File: src/rtl/rand_range_sampler_pkg.sv
`default_nettype none
// +------------------------------------------------------------------------+
// | rand_range_sampler_pkg : constants and FSM states shared by the rand    |
// | family of blocks.                                       Revision 1.0    |
// +------------------------------------------------------------------------+
package rand_range_sampler_pkg;

  localparam int          c_rnd_w_default = 13;
  localparam logic [12:0] c_lfsr_seed     = 13'h1ACE;

  typedef enum logic [1:0] {
    ST_IDLE   = 2'd0,
    ST_SAMPLE = 2'd1,
    ST_HOLD   = 2'd2
  } state_t;

endpackage
`default_nettype wire

File: src/rtl/rand_range_sampler_if.sv
`default_nettype none
// +------------------------------------------------------------------------+
// | rand_range_sampler_if : random word, request and result handshake.     |
// |                                                         Revision 1.0    |
// +------------------------------------------------------------------------+
interface rand_range_sampler_if #(
  parameter int RND_W = 13,
  parameter int OUT_W = 8
);
  logic [RND_W-1:0] rnd;
  logic             req_valid;
  logic [OUT_W-1:0] limit;
  logic             req_ready;
  logic             out_valid;
  logic             out_ready;
  logic [OUT_W-1:0] value;
  logic             fallback;
  logic             err;

  modport master (
    output rnd, req_valid, limit, out_ready,
    input  req_ready, out_valid, value, fallback, err
  );

  modport slave (
    input  rnd, req_valid, limit, out_ready,
    output req_ready, out_valid, value, fallback, err
  );
endinterface
`default_nettype wire

File: src/rtl/rand_range_sampler_mask.sv
`default_nettype none
// +------------------------------------------------------------------------+
// | range_mask : limit -> all-ones mask covering limit-1 (next pow2 - 1).   |
// |                                                         Revision 1.0    |
// +------------------------------------------------------------------------+
module range_mask #(
  parameter int OUT_W = 8
) (
  input  logic [OUT_W-1:0] i_limit,
  output logic [OUT_W-1:0] o_mask
);
  logic [OUT_W-1:0] w_dec;

  assign w_dec = i_limit - 1'b1;

  always_comb begin
    o_mask = w_dec;
    for (int i = 1; i < OUT_W; i++) begin
      o_mask = o_mask | (w_dec >> i);
    end
  end
endmodule
`default_nettype wire

File: src/rtl/rand_range_sampler.sv
`default_nettype none
// +------------------------------------------------------------------------+
// | rand_range_sampler : mask-and-reject sampling of [0, limit) from an     |
// | LFSR word, bounded retries with subtractive fallback.   Revision 1.0    |
// +------------------------------------------------------------------------+
module rand_range_sampler
  import rand_range_sampler_pkg::*;
#(
  parameter int RND_W     = c_rnd_w_default,
  parameter int OUT_W     = 8,
  parameter int MAX_TRIES = 4
) (
  input  logic                 clock,
  input  logic                 reset,
  rand_range_sampler_if.slave  bus
);
  localparam int                 c_try_w    = $clog2(MAX_TRIES + 1);
  localparam logic [c_try_w-1:0] c_last_try = c_try_w'(MAX_TRIES - 1);

  state_t             r_state;
  logic [OUT_W-1:0]   r_limit_q;
  logic [OUT_W-1:0]   r_mask_q;
  logic [OUT_W-1:0]   r_value;
  logic [c_try_w-1:0] r_tries;
  logic               r_out_valid;
  logic               r_fallback;
  logic               r_err;

  logic [OUT_W-1:0]   w_mask;
  logic [OUT_W-1:0]   w_cand;
  logic [OUT_W-1:0]   w_wrapped;

  range_mask #(.OUT_W(OUT_W)) u_range_mask (
    .i_limit (bus.limit),
    .o_mask  (w_mask)
  );

  generate
    if (RND_W > OUT_W) begin : g_rnd_upper
      logic w_unused_rnd_upper;
      assign w_unused_rnd_upper = ^bus.rnd[RND_W-1:OUT_W];
    end
  endgenerate

  assign w_cand    = bus.rnd[OUT_W-1:0] & r_mask_q;
  // cand <= mask < 2*limit, so this never wraps when cand >= limit
  assign w_wrapped = w_cand - r_limit_q;

  always_ff @(posedge clock) begin
    if (reset) begin
      r_state     <= ST_IDLE;
      r_limit_q   <= '0;
      r_mask_q    <= '0;
      r_value     <= '0;
      r_tries     <= '0;
      r_out_valid <= 1'b0;
      r_fallback  <= 1'b0;
      r_err       <= 1'b0;
    end else begin
      case (r_state)
        ST_IDLE: begin
          if (bus.req_valid) begin
            r_limit_q  <= bus.limit;
            r_mask_q   <= w_mask;
            r_tries    <= '0;
            r_fallback <= 1'b0;
            if (bus.limit == '0) begin
              r_value     <= '0;
              r_err       <= 1'b1;
              r_out_valid <= 1'b1;
              r_state     <= ST_HOLD;
            end else begin
              r_err   <= 1'b0;
              r_state <= ST_SAMPLE;
            end
          end
        end
        ST_SAMPLE: begin
          if (w_cand < r_limit_q) begin
            r_value     <= w_cand;
            r_fallback  <= 1'b0;
            r_out_valid <= 1'b1;
            r_state     <= ST_HOLD;
          end else if (r_tries == c_last_try) begin
            r_value     <= w_wrapped;
            r_fallback  <= 1'b1;
            r_out_valid <= 1'b1;
            r_state     <= ST_HOLD;
          end else begin
            r_tries <= r_tries + 1'b1;
          end
        end
        ST_HOLD: begin
          if (bus.out_ready) begin
            r_out_valid <= 1'b0;
            r_state     <= ST_IDLE;
          end
        end
        default: r_state <= ST_IDLE;
      endcase
    end
  end

  assign bus.req_ready = (r_state == ST_IDLE);
  assign bus.out_valid = r_out_valid;
  assign bus.value     = r_value;
  assign bus.fallback  = r_fallback;
  assign bus.err       = r_err;
endmodule
`default_nettype wire
File: src/flat_wrapper.sv
// flat-port wrapper written by rule: the top's interface ports become plain ports
module rand_range_sampler_flat import rand_range_sampler_pkg::*;
#(
  parameter int RND_W     = c_rnd_w_default,
  parameter int OUT_W     = 8,
  parameter int MAX_TRIES = 4
)
  (clock, reset, bus_rnd, bus_req_valid, bus_limit, bus_out_ready, bus_req_ready, bus_out_valid, bus_value, bus_fallback, bus_err);
  rand_range_sampler_if #(.RND_W(RND_W), .OUT_W(OUT_W)) bus_i ();
  input  logic clock;
  input  logic reset;
  input wire logic [$bits(bus_i.rnd)-1:0] bus_rnd;
  input wire logic [$bits(bus_i.req_valid)-1:0] bus_req_valid;
  input wire logic [$bits(bus_i.limit)-1:0] bus_limit;
  input wire logic [$bits(bus_i.out_ready)-1:0] bus_out_ready;
  output wire logic [$bits(bus_i.req_ready)-1:0] bus_req_ready;
  output wire logic [$bits(bus_i.out_valid)-1:0] bus_out_valid;
  output wire logic [$bits(bus_i.value)-1:0] bus_value;
  output wire logic [$bits(bus_i.fallback)-1:0] bus_fallback;
  output wire logic [$bits(bus_i.err)-1:0] bus_err;
  assign bus_i.rnd = bus_rnd;
  assign bus_i.req_valid = bus_req_valid;
  assign bus_i.limit = bus_limit;
  assign bus_i.out_ready = bus_out_ready;
  assign bus_req_ready = bus_i.req_ready;
  assign bus_out_valid = bus_i.out_valid;
  assign bus_value = bus_i.value;
  assign bus_fallback = bus_i.fallback;
  assign bus_err = bus_i.err;
  rand_range_sampler #(.RND_W(RND_W), .OUT_W(OUT_W), .MAX_TRIES(MAX_TRIES)) u_core (.clock(clock), .reset(reset), .bus(bus_i));
endmodule
File: config.mk
export PLATFORM = sky130hd
export DESIGN_NAME = rand_range_sampler_flat
export DESIGN_NICKNAME = d
export VERILOG_FILES = /design/src/rtl/rand_range_sampler_pkg.sv /design/src/rtl/rand_range_sampler_if.sv /design/src/rtl/rand_range_sampler_mask.sv /design/src/rtl/rand_range_sampler.sv /design/src/flat_wrapper.sv
export SDC_FILE = /design/constraint.sdc
export NUM_CORES = 1
export LEC_CHECK = 0
export CAP_MARGIN = 20
export CELL_PAD_IN_SITES_DETAIL_PLACEMENT = 1
export CELL_PAD_IN_SITES_GLOBAL_PLACEMENT = 2
export CORE_MARGIN = 1
export CORE_UTILIZATION = 28
export CTS_BUF_LIST = sky130_fd_sc_hd__clkbuf_8
export CTS_CLUSTER_SIZE = 25
export DETAILED_ROUTE_END_ITERATION = 16
export GPL_TIMING_DRIVEN = 0
export PLACE_DENSITY_LB_ADDON = 0.2
export RECOVER_POWER = 100
export SLEW_MARGIN = 40
export SYNTH_ARGS = -nofsm -noshare
export SYNTH_HDL_FRONTEND = slang
export SYNTH_HIERARCHICAL = 1
export SYNTH_SLANG_ARGS = --single-unit
File: constraint.sdc
create_clock -name clock -period 2.08 [get_ports clock]
set_input_delay 0.312 -clock clock [delete_from_list [all_inputs] [get_ports clock]]
set_output_delay 0.312 -clock clock [all_outputs]
set_load 0.02 [all_outputs]
==> run summary <==
dpl cells - 386
GP Congestion - 0.7786
post-placement cell area - 2425 µm²
number of synthesized flops with an enable pin - 0
clock network fraction of design power - 0.311
Max Cap Violations - 0
Num CTS Buffers - 5
total power - 2.157 mW
Synth Cell Area - 1994 µm²
final slew viol count - 0
reg2reg start - u_core/r_mask_q[0]
clock-pin transition on the worst setup and hold timing paths - 0.07 ns
R2R setup slack - -0.01 ns
register share of total power - 0.328
worst rel slew slack - 0.5478
Initial DRC Count - 67
nature of the critical path startpoint - primary input
drt drc - 0
RSZ-0062 raised after global routing - true
Final Non-Filler Cells - 411
R2R depth - 10
status - finished with violations
internal cell power - 1.441 mW
Fmax achieved - 470.6 MHz
initial antenna violation count - 0
H-tree lvl count - 2
WHS Path Cells - 2
Req. time, crit path - 2.29 ns
logic gate share of total power - 0.361
failing checks - negative setup slack
post-DR vias/cell - 4.852
CP top delay family - simple AND/OR/NAND/NOR gates
Syn-to-layout area delta - 48.62%
largest net degree at the start of global routing - 11
Seq/Total Area, Yosys - 0.3212
Yosys top cell by area - dfxtp_1
HP Start - u_core/r_mask_q[7]
worst min-delay path class - register to register
layout cells sized above 1 - 0.2794
Largest stage delay, worst path - 0.40 ns
all-layer global routing usage - 0.1841
clk_lat worst skew - 0.28 ns
final net count - 352
first-pass GRT wire length - 10,540 µm
Min-Delay Endpoint - u_core/r_mask_q[7]
actual slew at the worst max-slew pin - 0.6782 ns
Worst VDD drop - 0.2226 mV
Crit Reg-Reg Endpoint - u_core/r_tries[2]
crit path cell chain - clkdlybuf4s50_1 -> and2_4 -> ha_4 -> nand2_4 -> a211oi_4 -> o21ai_4 -> nor2_2 -> mux2_1 -> nor2_1
pwr dens - 727.6 nW/µm²
average size of a mapped cell - 7.700 µm²
top cell type's share of synthesized area - 0.3212
critical path arrival - 2.33 ns
Final Setup Violations - 10
crit path max fanout - 7
most common cell in the synthesized netlist - nand2_1
Pleak - 1.131 nW
total grt overflow - 0
Switch Pwr - 0.7152 mW
Routed Antenna Nets - 0
CTS tree - yes
Post-synth top cells - nand2_1, a21oi_1, dfxtp_1, nor2_1, inv_1
Net Sw Frac - 0.3316
final number of hold-violating endpoints - 0
Pre-antenna DRT Iters - 4
DR WL/cell - 15.83 µm
Seq cells post-synth - 32
Yosys warnings - 6
Final WS setup - -0.04516 ns
Crit Path Class - primary input to register
syn_nets - 297
Die H - 86.40 µm
Slowest-stage cell, CP - clkdlybuf4s50_1
Layout Skew - 0.01206 ns
CTS Root Buffer Type - clkbuf_8
# clock sinks - 32
top_reg_cell synth - dfxtp_1
vias in the first global route - 2,043
final instance area - 2964 µm²
Cells after Synth - 259
ys async rst share - 0
I/O pins - 37
Starting Density - 0.2919
Netlist cell types - 49
maximum clock path buffer count - 2
PortBufs - 31
total number of placement rows - 30
Antenna diodes - 0
vias - 1,994
die width - 86.40 µm
dpl hpwl - 4371 µm
Final Cycle Share - 1.022
Die ar. - 7464 µm²
Tmin final - 2.125 ns
core area - 6832 µm²
post-place setup slack - -0.7040 ns
synth top area cells - dfxtp_1, nand2_1, a21oi_1, ha_1, nor2_1
Routed WL - 6507 µm
CP Capture Type - register
CP bufs+invs - 1
[final cells by class]
type / count / area (µm²)
Inverter: 14 / 52.55
Tap cell: 96 / 120.1
Buffer: 10 / 51.30
Timing Repair Buffer: 48 / 447.9
Sequential cell: 32 / 643.1
Clock inverter: 1 / 30.03
Clock buffer: 7 / 96.34
Fill cell: 843 / 3867
Multi-Input combinational cell: 203 / 1523
[timing repair]
item                                    in CTS  in global routing
buffers inserted                            12                  4
cloned                                       1                  0
hold buffers                                 0                  0
endpoints found under the setup margin      22                 16
pin swaps                                   21                 11
resized for setup                           52                 27
hold endpoints to repair                     0                  0
[tightest hold or removal path, cell delays in order (launching register included)]
cell and delay, ns:
dfxtp_1 0.31, nand2_1 0.05, a21oi_1 0.05
[cell usage in the layout (no fill, tap or decap), drive strengths merged, types with 2 or more instances in the layout]
cell type	count
o21ai	6
dlymetal6s2s	2
buf	20
dlygate4sd3	12
inv	14
nor4	5
clkbuf	14
xor2	3
ha	12
a211oi	7
o211ai	3
nand4b	2
nor3	4
o2111ai	2
nor2	27
nor2b	2
xnor2	3
o21a	2
clkdlybuf4s50	8
a31oi	2
dfxtp	32
and2	12
nand2	48
mux2	3
nor3b	2
or2	2
a21oi	34
nand3	5
dlygate4sd2	8
a22oi	2
[power by group through the flow]
stage | sequential, mW | combinational [mW] | clock, mW
2_1_floorplan | 0.733 | 0.374 | 0
3_3_place_gp | 0.717 | 0.588 | 0
3_5_place_dp | 0.719 | 0.593 | 0
4_1_cts | 0.706 | 0.724 | 0.689
5_1_grt | 0.714 | 0.853 | 0.719
6_report | 0.707 | 0.779 | 0.670
[layer usage]
| layer | vias up | GRT usage | wire length, µm |
|---|---|---|---|
| li1 | 1005 | - | - |
| met1 | 958 | 0.2380 | 3045 |
| met2 | 25 | 0.3189 | 3257 |
| met3 | 6 | 0.02476 | 104 |
| met4 | 0 | 0.05455 | 100 |
| met5 | - | 0 | 0 |
[worst max-delay path by stage]
stage / start / slack (ns) / depth (start not counted) / end
2_1_floorplan: bus_rnd[0] / 0.05 / 11 / u_core/bus.value[0]
3_3_place_gp: bus_rnd[0] / -0.69 / 11 / u_core/bus.value[1]
3_5_place_dp: bus_rnd[0] / -0.70 / 12 / u_core/bus.value[2]
4_1_cts: u_core/r_mask_q[0] / -0.06 / 11 / u_core/bus.value[0]
5_1_grt: u_core/r_mask_q[0] / -0.13 / 11 / u_core/bus.value[5]
6_report: bus_rnd[7] / -0.05 / 9 / u_core/r_tries[2]
[logic make-up (layout without fill, tap and decap cells)]
group           after synthesis  after routing  share of synthesized area
simple gates                116            116                     0.2760
flops                        32             32                     0.3212
xor+xnor                      6              6                    0.02635
buf+inv                      24             80                    0.04831
mux                           3              3                    0.01694
compound gates               65             65                     0.2259
fa+ha+maj                    13             13                    0.08532
[state kept, by name, summed over array words and instances (netlist names)]
register	cells
u_core/bus.err	1
u_core/bus.fallback	1
u_core/bus.out_valid	1
u_core/bus.value	8
u_core/r_limit_q	8
u_core/r_mask_q	8
u_core/r_state	2
u_core/r_tries	3
[through the flow]
step / util / setup TNS, ns / hold WS [ns]
after floorplan: - / 0 / 0.3905
after global placement: 0.3549 / -11.40 / 0.4447
after detailed placement: 0.3549 / -11.93 / 0.4516
after CTS: 0.4159 / -0.3725 / 0.4670
after global routing: 0.4339 / -1.251 / 0.4827
final: 0.4339 / -0.2541 / 0.4599
(Power assumes the default switching activity.)
